$ cat config.mk
export PLATFORM = sky130hd
export DESIGN_NAME = branch_predict_unit
export DESIGN_NICKNAME = d
export VERILOG_FILES = /design/src/rtl/branch_predict_unit.sv
export SDC_FILE = /design/constraint.sdc
export NUM_CORES = 1
export LEC_CHECK = 0
export ABC_AREA = 0
export BUFFER_PORTS_ARGS = -buffer_cell sky130_fd_sc_hd__buf_2
export CAP_MARGIN = 5
export CORE_MARGIN = 8
export CORE_UTILIZATION = 35
export CTS_CLUSTER_DIAMETER = 80
export DETAILED_ROUTE_END_ITERATION = 8
export SLEW_MARGIN = 20
export SYNTH_ARGS = -nofsm -noshare
export SYNTH_HDL_FRONTEND = slang
export SYNTH_SLANG_ARGS = --single-unit
$ cat constraint.sdc
create_clock -name i_clk -period 4.4 [get_ports i_clk]
set_input_delay 0.66 -clock i_clk [delete_from_list [all_inputs] [get_ports i_clk]]
set_output_delay 0.66 -clock i_clk [all_outputs]
set_load 0.01 [all_outputs]
$ cat src/rtl/branch_predict_unit.sv
// Conditional-branch resolver for RV64 with a PC-indexed BHT of saturating counters.
// Resolves BEQ/BNE/BLT/BGE/BLTU/BGEU in EX. Outputs are registered except o_pred_taken,
// which is a combinational IF-stage lookup.
`timescale 1ns/1ps
module branch_predict_unit #(
    parameter int unsigned DATA_W    = 64,
    parameter int unsigned ADDR_W    = 64,
    parameter int unsigned BHT_DEPTH = 64,
    parameter int unsigned CNT_W     = 2
) (
    input  logic              i_clk,
    input  logic              i_rst_n,
    input  logic [ADDR_W-1:0] i_if_pc,
    output logic              o_pred_taken,
    input  logic              i_ex_valid,
    input  logic [31:0]       i_ex_inst,
    input  logic [ADDR_W-1:0] i_ex_pc,
    input  logic              i_ex_pred_taken,
    input  logic [DATA_W-1:0] i_r1,
    input  logic [DATA_W-1:0] i_r2,
    output logic              o_br,
    output logic [ADDR_W-1:0] o_br_addr,
    output logic              o_mispredict,
    output logic [ADDR_W-1:0] o_redirect_pc,
    output logic [31:0]       o_br_cnt,
    output logic [31:0]       o_mispred_cnt
);
    localparam int unsigned     IDX_W      = $clog2(BHT_DEPTH);
    localparam int unsigned     IMM_W      = 13;
    localparam logic [6:0]      OPC_BRANCH = 7'b1100011;
    localparam logic [CNT_W-1:0] CNT_WNT   = CNT_W'((1 << (CNT_W - 1)) - 1);
    localparam logic [CNT_W-1:0] CNT_MAX   = '1;

    logic [CNT_W-1:0]  bht [BHT_DEPTH];
    logic [IDX_W-1:0]  if_idx_c;
    logic [IDX_W-1:0]  ex_idx_c;
    logic [2:0]        funct3_c;
    logic              is_branch_c;
    logic              eq_c;
    logic              lt_c;
    logic              ltu_c;
    logic              taken_c;
    logic              resolve_c;
    logic              mispred_c;
    logic [IMM_W-1:0]  imm13_c;
    logic [ADDR_W-1:0] target_c;
    logic [ADDR_W-1:0] fall_c;
    logic [ADDR_W-1:0] redirect_c;

    // PC bits outside the index and instruction register fields are intentionally ignored
    logic unused_ok;
    assign unused_ok = ^{i_if_pc[ADDR_W-1:IDX_W+2], i_if_pc[1:0], i_ex_inst[24:15]};

    // IF-stage lookup; reads the pre-update value when EX writes the same entry
    assign if_idx_c     = i_if_pc[IDX_W+1:2];
    assign o_pred_taken = bht[if_idx_c][CNT_W-1];

    // Decode, compare and target generation for the EX instruction
    always_comb begin
        ex_idx_c    = i_ex_pc[IDX_W+1:2];
        funct3_c    = i_ex_inst[14:12];
        is_branch_c = 1'b0;
        taken_c     = 1'b0;
        if (i_ex_inst[6:0] == OPC_BRANCH) begin
            is_branch_c = (funct3_c != 3'b010) && (funct3_c != 3'b011);
        end
        eq_c  = (i_r1 == i_r2);
        lt_c  = ($signed(i_r1) < $signed(i_r2));
        ltu_c = (i_r1 < i_r2);
        case (funct3_c)
            3'b000:  taken_c = eq_c;
            3'b001:  taken_c = !eq_c;
            3'b100:  taken_c = lt_c;
            3'b101:  taken_c = !lt_c;
            3'b110:  taken_c = ltu_c;
            3'b111:  taken_c = !ltu_c;
            default: taken_c = 1'b0;
        endcase
        imm13_c    = {i_ex_inst[31], i_ex_inst[7], i_ex_inst[30:25], i_ex_inst[11:8], 1'b0};
        target_c   = i_ex_pc + {{(ADDR_W - IMM_W){imm13_c[IMM_W-1]}}, imm13_c};
        fall_c     = i_ex_pc + ADDR_W'(4);
        redirect_c = taken_c ? target_c : fall_c;
        resolve_c  = i_ex_valid && is_branch_c;
        mispred_c  = resolve_c && (taken_c != i_ex_pred_taken);
    end

    // Registered resolution results; addresses hold when nothing resolves
    always_ff @(posedge i_clk or negedge i_rst_n) begin
        if (!i_rst_n) begin
            o_br          <= 1'b0;
            o_mispredict  <= 1'b0;
            o_br_addr     <= '0;
            o_redirect_pc <= '0;
        end else begin
            o_br         <= resolve_c && taken_c;
            o_mispredict <= mispred_c;
            if (resolve_c) begin
                o_br_addr     <= target_c;
                o_redirect_pc <= redirect_c;
            end
        end
    end

    // Saturating counter update of the entry selected by the EX PC
    always_ff @(posedge i_clk or negedge i_rst_n) begin
        if (!i_rst_n) begin
            for (int unsigned i = 0; i < BHT_DEPTH; i++) begin
                bht[i] <= CNT_WNT;
            end
        end else if (resolve_c) begin
            if (taken_c && (bht[ex_idx_c] != CNT_MAX)) begin
                bht[ex_idx_c] <= bht[ex_idx_c] + CNT_W'(1);
            end else if (!taken_c && (bht[ex_idx_c] != '0)) begin
                bht[ex_idx_c] <= bht[ex_idx_c] - CNT_W'(1);
            end
        end
    end

    // Resolved-branch and mispredict event counters, wrapping
    always_ff @(posedge i_clk or negedge i_rst_n) begin
        if (!i_rst_n) begin
            o_br_cnt      <= '0;
            o_mispred_cnt <= '0;
        end else begin
            if (resolve_c) begin
                o_br_cnt <= o_br_cnt + 32'd1;
            end
            if (mispred_c) begin
                o_mispred_cnt <= o_mispred_cnt + 32'd1;
            end
        end
    end

endmodule

Yosys cells after proc, flatten, opt, wreduce, memory -nomap -nowiden. Index checks and enable logic that the tools add are counted.

Add/subtract/negate cells: 6. $lt $le $gt $ge: 5. Eq/ne operators: 11. Multiplexer cells: 15. Bitwise logic cells: 2. Reduce and logical (&&, ||, !) cells: 15.

Operators with widths (count): bitwise mux 128 bit (2); two-way mux 128 bit (2); less-than comparator 64 bit (2); adder 32 x 1 -> 32 bit, second input constant (2); adder 64 x 3 -> 64 bit, second input constant (1); adder 64 bit (1); == test 64 bit (1); two-way mux 64 bit (1); binary-select mux 2 bit (select 6 bit) (2); >= comparator 7 bit, second input constant (2); inverter 6 -> 7 bit (2); demux 2 bit (select 6 bit) (1); == test 3 bit, second input constant (4); two-way mux 2 bit (5); == test 7 bit, second input constant (1); logical AND 1 bit (7); less-than comparator 7 x 1 -> 1 bit, second input constant (1); != test 3 x 2 -> 1 bit, second input constant (2); case mux 1 bit (6 select lines) (1); zero test 1 bit (4); nonzero test 2 bit (2); == test 3 x 1 -> 1 bit, second input constant (1); zero test 3 bit (1); adder 2 x 1 -> 2 bit, second input constant (1); other kinds (5) (5).

Register bits after elaboration: 322. Input port bits: 292. Output and inout port bits: 195. Logic and storage cells: 124.

Depth between registers and ports, before layout.
Word-level depth: 8. Depth in mapped cells: 18.

Worst setup path before layout. Ideal clock, no wire load.

Kind: in2reg. Start point: input port i_ex_pc[2]. End point: register bht[27] in the netlist's numbering. Data arrival time: 4.196 ns. Required time: 4.272 ns. Setup slack: 0.076 ns. Cell stages on the path: 16. Buffers on the path: 5. Cells stage by stage: buf_2 -> clkinv_1 -> or3_1 -> clkbuf_1 -> o22ai_1 -> nor4_1 -> mux4_2 -> a21oi_1 -> clkbuf_1 -> clkbuf_1 -> inv_1 -> ha_1 -> mux2i_2 -> buf_2 -> nand4_1 -> mux2_1.

Cells in the longest elaborated chain, start to end: 8. Elaborated cells on any way between the ends: 21. Those cells by class: add/sub: 2; order compare: 2; eq/ne: 1; mux: 9; bitwise: 1; reduce/logical: 6.

RTL lines: start, declared (line 17) `input logic [ADDR_W-1:0] i_ex_pc,`; inverter 6 -> 7 bit (implied by the code) (*); binary-select mux 2 bit (select 6 bit) (tied with other cells); two-way mux 2 bit (implied by the code) / logical AND 1 bit (equally long branches); two-way mux 2 bit, on equally long branches; subtractor 2 x 1 -> 2 bit (tied with other cells) (line 114) `bht[ex_idx_c] <= bht[ex_idx_c] - CNT_W'(1);`; bitwise mux 128 bit (tied with other cells) (line 114); two-way mux 128 bit / nonzero test 2 bit (equally long branches); two-way mux 128 bit / AND reduction 2 bit (equally long branches); end signal, assigned by index (line 112) `bht[ex_idx_c] <= bht[ex_idx_c] + CNT_W'(1);`; end signal, assigned by index (line 114); end, declared (line 34) `logic [CNT_W-1:0] bht [BHT_DEPTH];`.

Mark *: on every way between the ends. The rest lies on a longest branch, timed or not. The select of a mux whose other input is x is not followed. A chain may end at the register's enable or synchronous reset.

Worst setup path in the final report.
Start point: input port i_ex_inst[31]. End point: register o_br_addr[62].

Cells in the longest elaborated chain, start to end: 1.

RTL lines: start, declared (line 16) `input logic [31:0] i_ex_inst,`; adder 64 bit (line 80) `target_c = i_ex_pc + {{(ADDR_W - IMM_W){imm13_c[IMM_W-1]}}, imm13_c};`; end signal, assigned (line 98) `o_br_addr <= target_c;`; end, declared (line 22) `output logic [ADDR_W-1:0] o_br_addr,`.

Every way passes these cells.

==> summary.txt <==
Outcome
  • Status: complete, no violations

Pwr
  • Pwr Total: 8.31 mW
  • Maximum vdd ir drop: 0.234 mV
  • Comb pwr share: 0.229
  • Pwr per Cell Area: 319 nW/um2
  • Clock Power Share: 0.394
  • Sequential share of power: 0.377
  • Cell internal pwr: 5.75 mW
  • Switching part of the total power: 0.308
  • Leakage power: 12.8 nW
  • Net Sw Power: 2.56 mW

Drt
  • DRT Wirelength: 75200 um
  • Drt pass-1 iters: 5
  • Routed vias: 19345
  • # DRC: 0
  • Via/cell ratio: 5.53
  • DR WL/cell: 21.5 um
  • Final ANT Viol Nets: 0
  • Drt initial violations: 1357

Logic synthesis
  • FFs w/ async S/R, synth: 1.00
  • Yosys reg bits: 321
  • Multiplexer share of the synthesized area: 0.110
  • Most frequently used flop master after synthesis: dfrtp_1
  • Cell with the most instances after synthesis: nand2_1
  • Sequential area share after synthesis: 0.384
  • Synth Area in Simple Gates: 0.175
  • Leading area contributor after synthesis: dfrtp_1
  • Avg Synthesized Cell Area: 9.40 um2
  • Syn nets: 2673
  • Largest family of logic cells by synthesized area: simple AND/OR/NAND/NOR gates
  • Post-Synth Adder-Cell Area: 0.0785
  • Synthesized area: 21100 um2
  • Synth warnings: 0
  • Synth unique cells: 71
  • Most frequent cells after synthesis: nand2_1, dfrtp_1, o21ai_0
  • Top cell type's share of synthesized area: 0.304
  • Synth top area cells: dfrtp_1, dfstp_2, ha_1, mux2_2, nand2_1
  • Post-synth EDFFs: 0
  • Syn Inst Count: 2249
  • Synth Area in Compound Gates: 0.139
  • Synth Area in XOR/XNOR: 0.0758

Critical path
  • Critical path arrival: 4.40 ns
  • Critical path's slowest cell: a2111oi_0
  • Critical path type: input pin to flop
  • Crit. End Element: flop
  • Worst path most repeated cell: o21ai_0
  • CP peak stage delay: 0.67 ns
  • Max FO, Critical Path: 14
  • Worst Path Required: 4.80 ns
  • Crit path cell chain: buf_2 -> ha_1 -> a21oi_1 -> o21ai_0 -> a2111oi_0 -> o221ai_1 -> a221oi_1 -> buf_4 -> o21ai_0 -> o21ai_0 -> o21ai_0 -> buf_4 -> xnor2_1 -> o21ai_0
  • Startpoint Class: input pin

STA
  • Clock Skews: 0.0128 ns
  • Max Slew Vio Count: 0
  • Fmax: 250 MHz
  • Hold Slack: 0.113 ns
  • Relative slew slack: 0.378
  • Setup Viol. Count Final: 0
  • Period minus WS final: 4.00 ns
  • Final Hold Viols: 0
  • Slew @ Worst Pin: 0.931 ns
  • Final worst-path cycle share: 0.909
  • RSZ-0062 raised after global routing: false

Clock tree
  • Setup Buffers After CTS: 0
  • CTS tree: done
  • Worst skew pair latency: 0.57 ns
  • Clk slew on worst S/H paths: 0.06 ns
  • H-tree depth: 2
  • CTS sink cnt: 321
  • Clock buffer depth: 3
  • Post-CTS sizing: 0
  • Clk root buf: clkbuf_16
  • Number of CTS-inserted buffers: 37
  • # hold bufs at CTS: 0

Global route
  • GRT Overall Usage: 0.213
  • Vias in the first global route: 19634
  • Pin count of the biggest net entering global routing: 130
  • Initial antenna violation count: 10
  • GR Overflow Total: 0
  • First-pass GRT wire length: 115000 um

Placed design
  • Dpl cell area: 24700 um2
  • Final HPWL DP: 58100 um
  • RD Place Congestion: 0.907
  • Placed Cells: 3429
  • IO buf count: 418

Die
  • Die area: 68500 um2
  • Die Ht: 262 um
  • # rows: 90
  • Initial core utilization: 0.352
  • Placeable Area: 60000 um2
  • Die Wd: 262 um
  • Ports: 487

Final layout
  • Share of cells above drive strength 1: 0.290
  • Post-Layout Cell Count: 3501
  • Post-layout util: 0.434
  • Post-layout net count: 3110
  • Area growth syn-to-layout: 23.2%
  • Fin area: 26000 um2

Job
  • Maxcap violations: 0

Hold path
  • Hold Crit Class: input pin to asynchronous set/reset pin
cell usage in the layout, fill, tap and decap left out, types with 17 or more instances in the layout:
cell type,n
a21o_1,44
a21oi_1,112
a22oi_1,25
and3_1,39
buf_12,17
buf_2,417
buf_4,78
clkbuf_16,38
dfrtp_1,257
dfstp_2,64
ha_1,131
inv_1,94
mux2_1,35
mux2_2,112
mux4_2,22
nand2_1,294
nand3_1,80
nand4_1,125
nor2_1,76
nor3_1,38
o21ai_0,135
o22ai_1,33
xnor2_1,121
xor2_1,59
routing by layer:
metal,vias to the layer above,share of wire,GRT usage
met5,-,0.00016,0
met4,2,0.026,0.0641
met3,127,0.084,0.0504
met2,785,0.46,0.347
met1,9360,0.43,0.279
li1,9071,-,-
path summary, 6_finish.rpt:
check / start / end / slack (ns) / depth (start not counted)
max in group asynchronous: i_rst_n / o_br_cnt[4] / 3.14 / 2
min in group i_clk: i_ex_pc[0] / o_br_addr[0] / 0.29 / 3
worst min register to register: o_mispred_cnt[31] / o_mispred_cnt[31] / 0.47 / 1
worst min-delay path: i_rst_n / o_redirect_pc[22] / 0.11 / 1
worst max register to register: flop / bht[45] / 0.67 / 12
worst max-delay path: i_ex_inst[31] / o_br_addr[62] / 0.40 / 14
through the flow:
step	setup WS (ns)	setup TNS, ns
floorplan	0.0763	0
global route	0.205	0
detailed placement	-0.120	-0.791
finish	0.399	0
CTS	0.466	0
global placement	-0.0567	-0.113
worst max-delay path, delay by kind of cell:
family / cells / cell delay, ns
fa+ha+maj: 1 / 0.36
compound gates: 9 / 2.47
xor+xnor: 1 / 0.22
buf+inv: 3 / 0.67
power by group through the flow:
stage	combinational (mW)	clock (mW)	sequential [mW]
6_report	1.90	3.28	3.13
5_1_grt	2.08	3.47	3.14
4_1_cts	1.90	3.37	3.13
3_5_place_dp	1.89	0	3.18
3_3_place_gp	1.88	0	3.18
2_1_floorplan	1.00	0	3.22
final cells by class:
class | count | area (um2)
diodes | 4 | 10.0
clock buffers | 56 | 1140
clock inverters | 12 | 164
fillers | 5853 | 34000
inverters | 95 | 357
multi-input cells | 1718 | 12200
flip-flops and latches | 321 | 8110
well taps | 782 | 978
repair buffers | 513 | 3030
kinds of logic (layout without fill, tap and decap cells):
group           after synthesis  after routing
flops                       321            321
other cells                   0              4
compound gates              468            468
buf+inv                     210            676
xor+xnor                    182            182
simple gates                750            750
fa+ha+maj                   132            132
mux                         186            186
No activity file was read; power rests on OpenSTA's default activity.
